[config.mk]
export PLATFORM = sky130hd
export DESIGN_NAME = tia_horizontal_decode_flat
export DESIGN_NICKNAME = d
export VERILOG_FILES = /design/src/rtl/tia_horizontal_pkg.sv /design/src/rtl/tia_horizontal_decode_if.sv /design/src/rtl/tia_lfsr_index.sv /design/src/rtl/tia_horizontal_decode.sv /design/src/flat_wrapper.sv
export SDC_FILE = /design/constraint.sdc
export NUM_CORES = 1
export LEC_CHECK = 0
export CAP_MARGIN = 5
export CORE_ASPECT_RATIO = 1.5
export CORE_UTILIZATION = 55
export CTS_CLUSTER_DIAMETER = 60
export DETAILED_ROUTE_END_ITERATION = 16
export PLACE_DENSITY = 0.78
export SLEW_MARGIN = 5
export SYNTH_ARGS = -nofsm -noshare
export SYNTH_HDL_FRONTEND = slang
export SYNTH_SLANG_ARGS = --single-unit
export TNS_END_PERCENT = 100
[constraint.sdc]
create_clock -name clk -period 7.8 [get_ports clk]
set_input_delay 1.95 -clock clk [delete_from_list [all_inputs] [get_ports clk]]
set_output_delay 1.95 -clock clk [all_outputs]
set_load 0.005 [all_outputs]
[src/rtl/tia_horizontal_pkg.sv]
// Shared constants for the TIA horizontal counter: the 57-state LFSR sequence
// and the line positions the decoder reacts to.
package tia_horizontal_pkg;

  localparam int LINE_COUNTS = 57;

  typedef logic [5:0] lfsr_t;
  typedef logic [5:0] idx_t;
  typedef logic [0:LINE_COUNTS-1][5:0] lfsr_table_t;

  localparam idx_t IDX_LINE_START = 6'd0;
  localparam idx_t IDX_HSYNC_SET  = 6'd4;
  localparam idx_t IDX_CBURST_SET = 6'd8;
  localparam idx_t IDX_CBURST_CLR = 6'd12;
  localparam idx_t IDX_HBLANK_CLR = 6'd16;
  localparam idx_t IDX_HMOVE_CLR  = 6'd18;
  localparam idx_t IDX_SHB        = 6'd56;

  // XNOR feedback of the two low bits shifted in at the top; 111111 is the lockup state
  function automatic lfsr_t lfsr_next(input lfsr_t v);
    return {~(v[0] ^ v[1]), v[5:1]};
  endfunction

  function automatic lfsr_table_t build_lfsr_seq();
    lfsr_table_t t;
    lfsr_t       v;
    v = '0;
    t = '0;
    for (int n = 0; n < LINE_COUNTS; n++) begin
      t[n] = v;
      v    = lfsr_next(v);
    end
    return t;
  endfunction

  localparam lfsr_table_t LFSR_SEQ = build_lfsr_seq();

endpackage

[src/rtl/tia_horizontal_decode_if.sv]
// Strobes and levels exchanged between the horizontal counter/CPU side (master)
// and the horizontal decoder (slave).
interface tia_horizontal_decode_if;
  import tia_horizontal_pkg::*;

  logic  hclk_en;
  lfsr_t lfsr_out;
  logic  wsync_req;
  logic  hmove_req;
  logic  shb;
  logic  hsync;
  logic  hblank;
  logic  cburst;
  logic  rdy;
  logic  line_start;
  logic  seq_err;

  modport master (
    output hclk_en, lfsr_out, wsync_req, hmove_req,
    input  shb, hsync, hblank, cburst, rdy, line_start, seq_err
  );

  modport slave (
    input  hclk_en, lfsr_out, wsync_req, hmove_req,
    output shb, hsync, hblank, cburst, rdy, line_start, seq_err
  );

endinterface

[src/rtl/tia_lfsr_index.sv]
// Maps an LFSR value back to its position in the line; values outside the
// sequence (such as 111111) map to position 0.
module tia_lfsr_index
  import tia_horizontal_pkg::*;
(
  input  lfsr_t i_value,
  output idx_t  o_index
);

  always_comb begin
    o_index = '0;
    for (int n = 0; n < LINE_COUNTS; n++) begin
      if (LFSR_SEQ[n] == i_value) o_index = idx_t'(n);
    end
  end

endmodule

[src/rtl/tia_horizontal_decode.sv]
// Tracks the horizontal LFSR position and decodes sync, blank, colour burst,
// end-of-line reset and the WSYNC CPU stall from it.
module tia_horizontal_decode
  import tia_horizontal_pkg::*;
(
  input  logic                   clk,
  input  logic                   rl,
  tia_horizontal_decode_if.slave bus
);

  idx_t r_idx;
  logic r_started;
  logic r_hmove_lat;
  logic r_shb;
  logic r_hsync;
  logic r_hblank;
  logic r_cburst;
  logic r_rdy;
  logic r_line_start;
  logic r_seq_err;

  idx_t w_idx_inc;
  idx_t w_idx_expect;
  idx_t w_idx_lookup;
  idx_t w_idx_new;
  logic w_match;
  logic w_hsync_level;
  logic w_cburst_level;
  logic w_hblank_level;

  tia_lfsr_index u_index (
    .i_value (bus.lfsr_out),
    .o_index (w_idx_lookup)
  );

  // The first count after reset must be 000000, so expect position 0 until then
  always_comb begin
    w_idx_inc      = (r_idx >= idx_t'(LINE_COUNTS - 1)) ? '0 : r_idx + 6'd1;
    w_idx_expect   = r_started ? w_idx_inc : IDX_LINE_START;
    w_match        = (bus.lfsr_out == LFSR_SEQ[w_idx_expect]);
    w_idx_new      = w_match ? w_idx_expect : w_idx_lookup;
    w_hsync_level  = (w_idx_new >= IDX_HSYNC_SET) && (w_idx_new < IDX_CBURST_SET);
    w_cburst_level = (w_idx_new >= IDX_CBURST_SET) && (w_idx_new < IDX_CBURST_CLR);
    w_hblank_level = (w_idx_new < IDX_HBLANK_CLR) ||
                     (r_hmove_lat && (w_idx_new < IDX_HMOVE_CLR));
  end

  always_ff @(posedge clk or negedge rl) begin
    if (!rl) begin
      r_idx        <= '0;
      r_started    <= 1'b0;
      r_hmove_lat  <= 1'b0;
      r_shb        <= 1'b0;
      r_hsync      <= 1'b0;
      r_hblank     <= 1'b1;
      r_cburst     <= 1'b0;
      r_rdy        <= 1'b1;
      r_line_start <= 1'b0;
      r_seq_err    <= 1'b0;
    end else begin
      r_shb        <= 1'b0;
      r_line_start <= 1'b0;
      if (bus.hclk_en) begin
        r_idx     <= w_idx_new;
        r_started <= 1'b1;
        if (w_match) begin
          case (w_idx_new)
            IDX_LINE_START: begin
              r_hblank <= 1'b1;
              r_hsync  <= 1'b0;
              r_cburst <= 1'b0;
            end
            IDX_HSYNC_SET: r_hsync <= 1'b1;
            IDX_CBURST_SET: begin
              r_hsync  <= 1'b0;
              r_cburst <= 1'b1;
            end
            IDX_CBURST_CLR: r_cburst <= 1'b0;
            IDX_HBLANK_CLR: if (!r_hmove_lat) r_hblank <= 1'b0;
            IDX_HMOVE_CLR:  if (r_hmove_lat) r_hblank <= 1'b0;
            default: ;
          endcase
        end else begin
          // After a jump the edge-based decode is meaningless; rebuild levels from position
          r_seq_err <= 1'b1;
          r_hsync   <= w_hsync_level;
          r_cburst  <= w_cburst_level;
          r_hblank  <= w_hblank_level;
        end
        if (w_idx_new == IDX_LINE_START) begin
          r_line_start <= 1'b1;
          r_rdy        <= 1'b1;
        end
        if (w_idx_new == IDX_SHB) r_shb <= 1'b1;
        if (w_idx_new == IDX_HMOVE_CLR) r_hmove_lat <= 1'b0;
      end
      // Requests come last so they win over a release or clear on the same edge
      if (bus.wsync_req) r_rdy <= 1'b0;
      if (bus.hmove_req) r_hmove_lat <= 1'b1;
    end
  end

  assign bus.shb        = r_shb;
  assign bus.hsync      = r_hsync;
  assign bus.hblank     = r_hblank;
  assign bus.cburst     = r_cburst;
  assign bus.rdy        = r_rdy;
  assign bus.line_start = r_line_start;
  assign bus.seq_err    = r_seq_err;

endmodule

[src/flat_wrapper.sv]
// flat-port wrapper written by rule: the top's interface ports become plain ports
module tia_horizontal_decode_flat import tia_horizontal_pkg::*;
  (clk, rl, bus_hclk_en, bus_lfsr_out, bus_wsync_req, bus_hmove_req, bus_shb, bus_hsync, bus_hblank, bus_cburst, bus_rdy, bus_line_start, bus_seq_err);
  tia_horizontal_decode_if bus_i ();
  input  logic clk;
  input  logic rl;
  input wire logic [$bits(bus_i.hclk_en)-1:0] bus_hclk_en;
  input wire logic [$bits(bus_i.lfsr_out)-1:0] bus_lfsr_out;
  input wire logic [$bits(bus_i.wsync_req)-1:0] bus_wsync_req;
  input wire logic [$bits(bus_i.hmove_req)-1:0] bus_hmove_req;
  output wire logic [$bits(bus_i.shb)-1:0] bus_shb;
  output wire logic [$bits(bus_i.hsync)-1:0] bus_hsync;
  output wire logic [$bits(bus_i.hblank)-1:0] bus_hblank;
  output wire logic [$bits(bus_i.cburst)-1:0] bus_cburst;
  output wire logic [$bits(bus_i.rdy)-1:0] bus_rdy;
  output wire logic [$bits(bus_i.line_start)-1:0] bus_line_start;
  output wire logic [$bits(bus_i.seq_err)-1:0] bus_seq_err;
  assign bus_i.hclk_en = bus_hclk_en;
  assign bus_i.lfsr_out = bus_lfsr_out;
  assign bus_i.wsync_req = bus_wsync_req;
  assign bus_i.hmove_req = bus_hmove_req;
  assign bus_shb = bus_i.shb;
  assign bus_hsync = bus_i.hsync;
  assign bus_hblank = bus_i.hblank;
  assign bus_cburst = bus_i.cburst;
  assign bus_rdy = bus_i.rdy;
  assign bus_line_start = bus_i.line_start;
  assign bus_seq_err = bus_i.seq_err;
  tia_horizontal_decode u_core (.clk(clk), .rl(rl), .bus(bus_i));
endmodule
==> results of run 1 <==
## sequential cells by signal (all words and copies together) (netlist names)
register               count
u_core.r_idx               6
u_core.bus.cburst          1
u_core.bus.hblank          1
u_core.bus.hsync           1
u_core.bus.line_start      1
u_core.bus.rdy             1
u_core.bus.seq_err         1
u_core.bus.shb             1
u_core.r_hmove_lat         1
u_core.r_started           1
## area by class of cell
type	count	area [um2]	share of cell area, %
inverters	25	93.8	2.89
clock inverters	1	5.00	0.154
well taps	70	87.6	2.69
repair buffers	18	178	5.47
flip-flops and latches	15	378	11.6
multi-input cells	360	2470	75.9
clock buffers	3	41.3	1.27
## stage by stage
stage          power [mW]  cell area, um2  utilization [%]  std cells
2_1_floorplan       0.666            3160                -        443
3_5_place_dp        0.807            3200             58.4        488
6_report            0.895            3250             59.2        492
5_1_grt             0.952            3250             59.2        492
3_3_place_gp        0.796            3200             58.4        488
4_1_cts             0.873            3250             59.2        492
## placed cells by master (no fill, tap or decap), types with 11 or more instances in the layout
| cell type | count |
|---|---|
| nand3_1 | 17 |
| nor2_1 | 19 |
| o21ai_0 | 30 |
| nand2_1 | 41 |
| clkdlybuf4s50_1 | 17 |
| a21oi_1 | 33 |
| inv_1 | 23 |
| nand2b_1 | 11 |
| nor3_1 | 14 |
| dfrtp_1 | 13 |
## report_power, final
group	internal (mW)	total, mW	switching [mW]
clock	0.0354	0.0629	0.0275
combinational	0.256	0.706	0.450
sequential	0.0914	0.126	0.0347
## cell usage after synthesis, drive strengths merged (4+ instances only)
master	n	area share, %
a211oi	6	1.6
a21boi	5	1.2
a21oi	35	6.0
a221oi	5	1.4
a31oi	10	2.0
a32oi	6	1.7
and2	4	0.79
buf	19	4.2
clkbuf	24	2.8
dfrtp	13	10
ha	8	3.2
inv	24	2.8
mux2	4	1.5
mux2i	4	1.3
nand2	41	4.9
nand2b	12	2.6
nand3	17	2.7
nand3b	7	1.7
nand4	6	1.9
nor2	19	2.3
nor2b	9	1.8
nor3	14	2.2
nor4	5	0.99
o211ai	9	2.1
o21ai	38	6.0
o221ai	5	1.6
o22ai	9	1.8
o311ai	6	1.7
o31ai	5	1.2
xnor2	7	3.4
xor2	4	1.3
## routing by layer
layer  global-route usage [%]  part of all wire, %
met5                        0                    0
met4                     19.7                  6.3
met3                     4.47                  6.0
met2                     56.0                   49
met1                     39.6                   39
## kinds of logic (layout without fill, tap and decap cells)
group	count (synthesis)	count (layout)	share of synthesized area (%)
mux	8	8	2.81
fa+ha+maj	9	9	3.48
compound gates	179	179	40.5
xor+xnor	11	11	4.71
flops	15	15	11.9
simple gates	153	153	26.5
buf+inv	68	47	10.0
## final timing paths
path | from | to | slack, ns
setup reg to reg | u_core.r_idx[0] | u_core.bus.rdy | 2.42
hold / removal | u_core.bus.seq_err | u_core.bus.seq_err | 0.46
max in group asynchronous | rl | u_core.r_idx[1] | 5.27
setup / recovery | u_core.r_idx[0] | u_core.bus.rdy | 2.42
min in group asynchronous | rl | u_core.r_idx[5] | 2.10
hold reg to reg | u_core.bus.seq_err | u_core.bus.seq_err | 0.46
## worst register-to-register path: stages, from the launching register on
cell,delay (ns)
dfrtp_1,0.75
inv_1,0.33
ha_1,0.71
nand2_1,0.33
inv_1,0.23
ha_1,0.43
inv_1,0.14
nor4_1,0.55
nand2_1,0.18
o311ai_0,0.14
mux2_1,0.19
and4_1,0.25
nand4_2,0.27
or4_4,0.62
a31oi_1,0.18
==> impl_metrics.py, run 1 <==
metrics = {
    "grt": {
        "grt_first_pass_wirelength_mm": 15.9,
        "grt_util_all_layers_pct": 33.2,
        "grt_pass1_vias": 3191,
        "gr-total-overflow": 0,
        "antenna_found_initial": 0,
        "grt_max_degree": 31,
    },
    "floorplan": {
        "start_util_pct": 57.6,
        "die_y_um": 94.9,
        "ios": 18,
        "die_w_um": 63.9,
        "die_area_mm2": 0.00606,
        "core_area_mm2": 0.00549,
        "rows": 33,
    },
    "power_and_ir_drop": {
        "vdd_ir_drop_max_mv": 0.166,
        "powerDensity_mw_per_mm2": 275,
        "p_leak_nw": 1.14,
    },
    "synthesis": {
        "async_flop_share_pct": 100,
        "synth.distinct_cells": 88,
        "ys_seq_elements": 15,
        "yosysWarnings": 0,
        "postSynthAreaPerCell_um2": 7.14,
        "synth_cells": 443,
        "ys.flop_type": "dfrtp_1",
        "syn_nets": 462,
        "yosysSeqAreaShare_pct": 11.9,
        "synth_edf_count": 0,
        "netlist_area_mm2": 0.00316,
    },
    "clock_tree": {
        "clkLatencyLatePin_ns": 0.25,
        "hold_buffers": 0,
        "ctsHtreeMaxLevel": 1,
        "path_clk_slew_ns": 0.06,
        "cts_buffers": 3,
        "cts_tree": "yes",
        "clkSinkCount": 15,
        "post_cts_resized": 0,
        "cts-root-buf": "clkbuf_8",
        "clockBufferDepth": 2,
        "post_cts_buffers": 0,
    },
    "worst_setup_path": {
        "cp_data_arrival_time_ns": 5.55,
        "crit_chain": "inv_1, ha_1, nand2_1, inv_1, ha_1, inv_1, nor4_1, nand2_1, o311ai_0, mux2_1, and4_1, nand4_2, or4_4, a31oi_1",
        "criticalPathCategory": "reg -> reg",
        "cpPeakStageDelay_ns": 0.75,
        "cp.depth": 14,
        "crit_family": "simple AND/OR/NAND/NOR gates",
        "cpMostUsedCell": "inv_1",
        "timing.critical_path.buf_inv": 3,
        "critical-path-slowest-cell": "dfrtp_1",
        "cp_max_fo": 20,
        "worstSetupStartpointType": "register",
        "r2r_cells": 14,
        "cp-end-kind": "register",
        "worstPathRequired_ns": 7.97,
    },
    "placement": {
        "dpl_worst_slack_ns": 2.39,
        "hpwl_mm": 7.27,
        "gp_congestion": 1.01,
        "io_buffers": 17,
    },
    "timing": {
        "tightest_slew_ns": 0.917,
        "finalCritPeriodShare_pct": 69.0,
        "final.setup_skew_ns": 0.00365,
        "rsz0062_at_grt": "false",
        "setup_violations": 0,
        "fin_hold_ws_ns": 0.460,
        "slew_violations": 0,
        "max_freq_ghz": 0.186,
        "min_period_ns": 5.38,
        "setup_slack_ns": 2.42,
        "finalSetupTns_ns": 0,
        "relSlewSlack_pct": 38.8,
        "hold_violations": 0,
    },
    "routing": {
        "avgRoutedWirePerCell_um": 20.4,
        "vias": 3564,
        "wl_mm": 10.0,
        "drtPass1Iterations": 5,
        "viasPerCell": 7.24,
        "drtIter0Drc": 446,
        "drc": 0,
        "postRouteAntennaNets": 0,
    },
    "status": {
        "status": "completed",
    },
    "layout": {
        "area_growth_pct": 2.77,
        "layout-drive-gt1-share_pct": 6.64,
        "finalNetCount": 442,
        "fill_cells": 535,
        "diodes": 0,
    },
    "hold_path": {
        "holdCritPathClass": "reg -> reg",
        "hold_path_depth": 1,
    },
    "run": {
        "maxCapViolations": 0,
    },
}
Power figures use the tool's default switching activity.
==> inputs of run 2 (changes only) <==
Clock period 7.8 ns to 5 ns, I/O delays scaled along.
==> impl_metrics.py, run 2 (synthesis gave the netlist of run 1 again) <==
metrics = {
    "clock_tree": {
        "cts_tree": "yes",
        "clockBufferDepth": 2,
        "post_cts_resized": 0,
        "ctsHtreeMaxLevel": 1,
        "path_clk_slew_ns": 0.07,
        "post_cts_buffers": 0,
        "clkLatencyLatePin_ns": 0.25,
        "cts-root-buf": "clkbuf_8",
        "hold_buffers": 0,
        "clkSinkCount": 15,
        "cts_buffers": 3,
    },
    "routing": {
        "viasPerCell": 7.23,
        "postRouteAntennaNets": 0,
        "avgRoutedWirePerCell_um": 19.6,
        "wl_mm": 9.87,
        "drc": 0,
        "vias": 3642,
        "drtIter0Drc": 356,
        "drtPass1Iterations": 5,
    },
    "layout": {
        "diodes": 0,
        "largest_register_ff_count": 6,
        "finalNetCount": 454,
        "most-common-layout-cells": "nand2_1 (41), a21oi_1 (33), o21ai_0 (30)",
        "layout.cells.most_common": "nand2_1",
        "layout-drive-gt1-share_pct": 9.22,
        "area_growth_pct": 5.62,
        "largest_register": "u_core.r_idx",
    },
    "timing": {
        "relSlewSlack_pct": 45.2,
        "finalCritPeriodShare_pct": 84.4,
        "hold_violations": 0,
        "tightest_slew_ns": 0.818,
        "max_freq_ghz": 0.237,
        "final.setup_skew_ns": 0.00425,
        "setup_violations": 0,
        "setup_slack_ns": 0.778,
        "rsz0062_at_grt": "false",
        "slew_violations": 0,
        "finalSetupTns_ns": 0,
        "min_period_ns": 4.22,
    },
    "worst_setup_path": {
        "cpPeakStageDelay_ns": 0.67,
        "worstPathRequired_ns": 5.18,
        "reg2reg_from": "u_core.r_idx[1]",
        "critical-path-slowest-cell": "dfrtp_1",
        "r2r-end": "u_core.bus.rdy",
        "cpMostUsedCell": "inv_1",
        "regToRegSetupSlack_ns": 0.78,
        "worstSetupStartpointType": "register",
        "criticalPathCategory": "reg -> reg",
        "cp_max_fo": 15,
        "cp_data_arrival_time_ns": 4.40,
        "r2r_cells": 14,
        "cp-end-kind": "register",
        "crit_chain": "inv_1, ha_1, nand2_1, inv_1, ha_1, inv_1, nor4_1, nand2_1, o311ai_0, mux2_1, and4_1, nand4_2, or4_4, a31oi_1",
    },
    "floorplan": {
        "core_area_mm2": 0.00549,
        "ios": 18,
        "start_util_pct": 57.6,
        "die_w_um": 63.9,
        "die_area_mm2": 0.00606,
        "rows": 33,
        "die_y_um": 94.9,
    },
    "grt": {
        "gr-total-overflow": 0,
        "met1_usage_pct": 38.4,
        "grt_use_met2_pct": 55.9,
        "top_usage_layer": "met2",
        "met3_usage_pct": 3.62,
        "grt_pass1_vias": 3358,
        "antenna_found_initial": 0,
        "grt_max_degree": 31,
        "grt_first_pass_wirelength_mm": 15.8,
        "grt_util_all_layers_pct": 32.6,
    },
    "placement": {
        "gp_congestion": 0.977,
        "io_buffers": 17,
        "dpl_worst_slack_ns": 0.812,
        "hpwl_mm": 7.28,
    },
    "power_and_ir_drop": {
        "p_leak_nw": 1.20,
        "vdd_ir_drop_max_mv": 0.187,
        "powerDensity_mw_per_mm2": 421,
    },
    "hold_path": {
        "holdCritPathClass": "reg -> reg",
        "hold_end": "u_core.bus.seq_err",
        "hp-start": "u_core.bus.seq_err",
        "hold_path_depth": 1,
    },
    "run": {
        "maxCapViolations": 0,
    },
    "status": {
        "status": "completed",
    },
}
-- run 2: cell types whose count changed in the layout (fill, tap and decap cells not counted), sizes merged --
cell,previous run,this run
buf,1,13
-- run 2: power breakdown --
part           leakage, nW  internal, mW  total (mW)  switching (mW)
Clock               0.0255        0.0552       0.100          0.0451
Sequential           0.177         0.143       0.180          0.0368
Combinational        0.995         0.416        1.13           0.709
-- run 2: cell type report --
cell class	instances	area [um2]
Multi-Input combinational cell	360	2470
Fill cell	512	2150
Sequential cell	15	378
Timing Repair Buffer	30	268
Inverter	25	93.8
Tap cell	70	87.6
Clock buffer	3	41.3
Clock inverter	1	5.00
-- run 2: per-layer routing --
| layer | part of all wire (%) | wire length (um) |
|---|---|---|
| met1 | 39 | 3830 |
| met2 | 49 | 4820 |
| met3 | 7.1 | 699 |
| met4 | 5.3 | 521 |
| met5 | 0 | 0 |
-- run 2: stage by stage --
| stage | cells | util [%] | hold WS [ns] | instance area (um2) | total power, mW |
|---|---|---|---|---|---|
| after detailed placement | 500 | 60.0 | 0.456 | 3290 | 1.27 |
| after global routing | 504 | 60.8 | 0.488 | 3340 | 1.50 |
| final | 504 | 60.8 | 0.464 | 3340 | 1.41 |
| after CTS | 504 | 60.8 | 0.470 | 3340 | 1.37 |
| after floorplan | 443 | - | 0.451 | 3160 | 1.04 |
| after global placement | 500 | 60.0 | 0.440 | 3290 | 1.26 |
-- run 2: worst max-delay path: cells and delay by family (launching register included) --
kind | cells | cell delay, ns
and+or+nand+nor | 6 | 1.78
adders and majority gates | 2 | 0.73
DFF | 1 | 0.67
buffers and inverters | 3 | 0.46
AOI/OAI and AO/OA | 2 | 0.32
muxes | 1 | 0.18
-- run 2: how the worst max path moves through the flow --
stage / start / end / cells past startpoint
3_5_place_dp: bus_lfsr_out[2] / u_core.bus.rdy / 10
3_3_place_gp: bus_lfsr_out[2] / u_core.bus.rdy / 10
2_1_floorplan: u_core.r_idx[1] / u_core.bus.rdy / 17
5_1_grt: u_core.r_idx[1] / u_core.bus.rdy / 14
4_1_cts: u_core.r_idx[1] / u_core.bus.rdy / 14
6_report: u_core.r_idx[1] / u_core.bus.rdy / 14
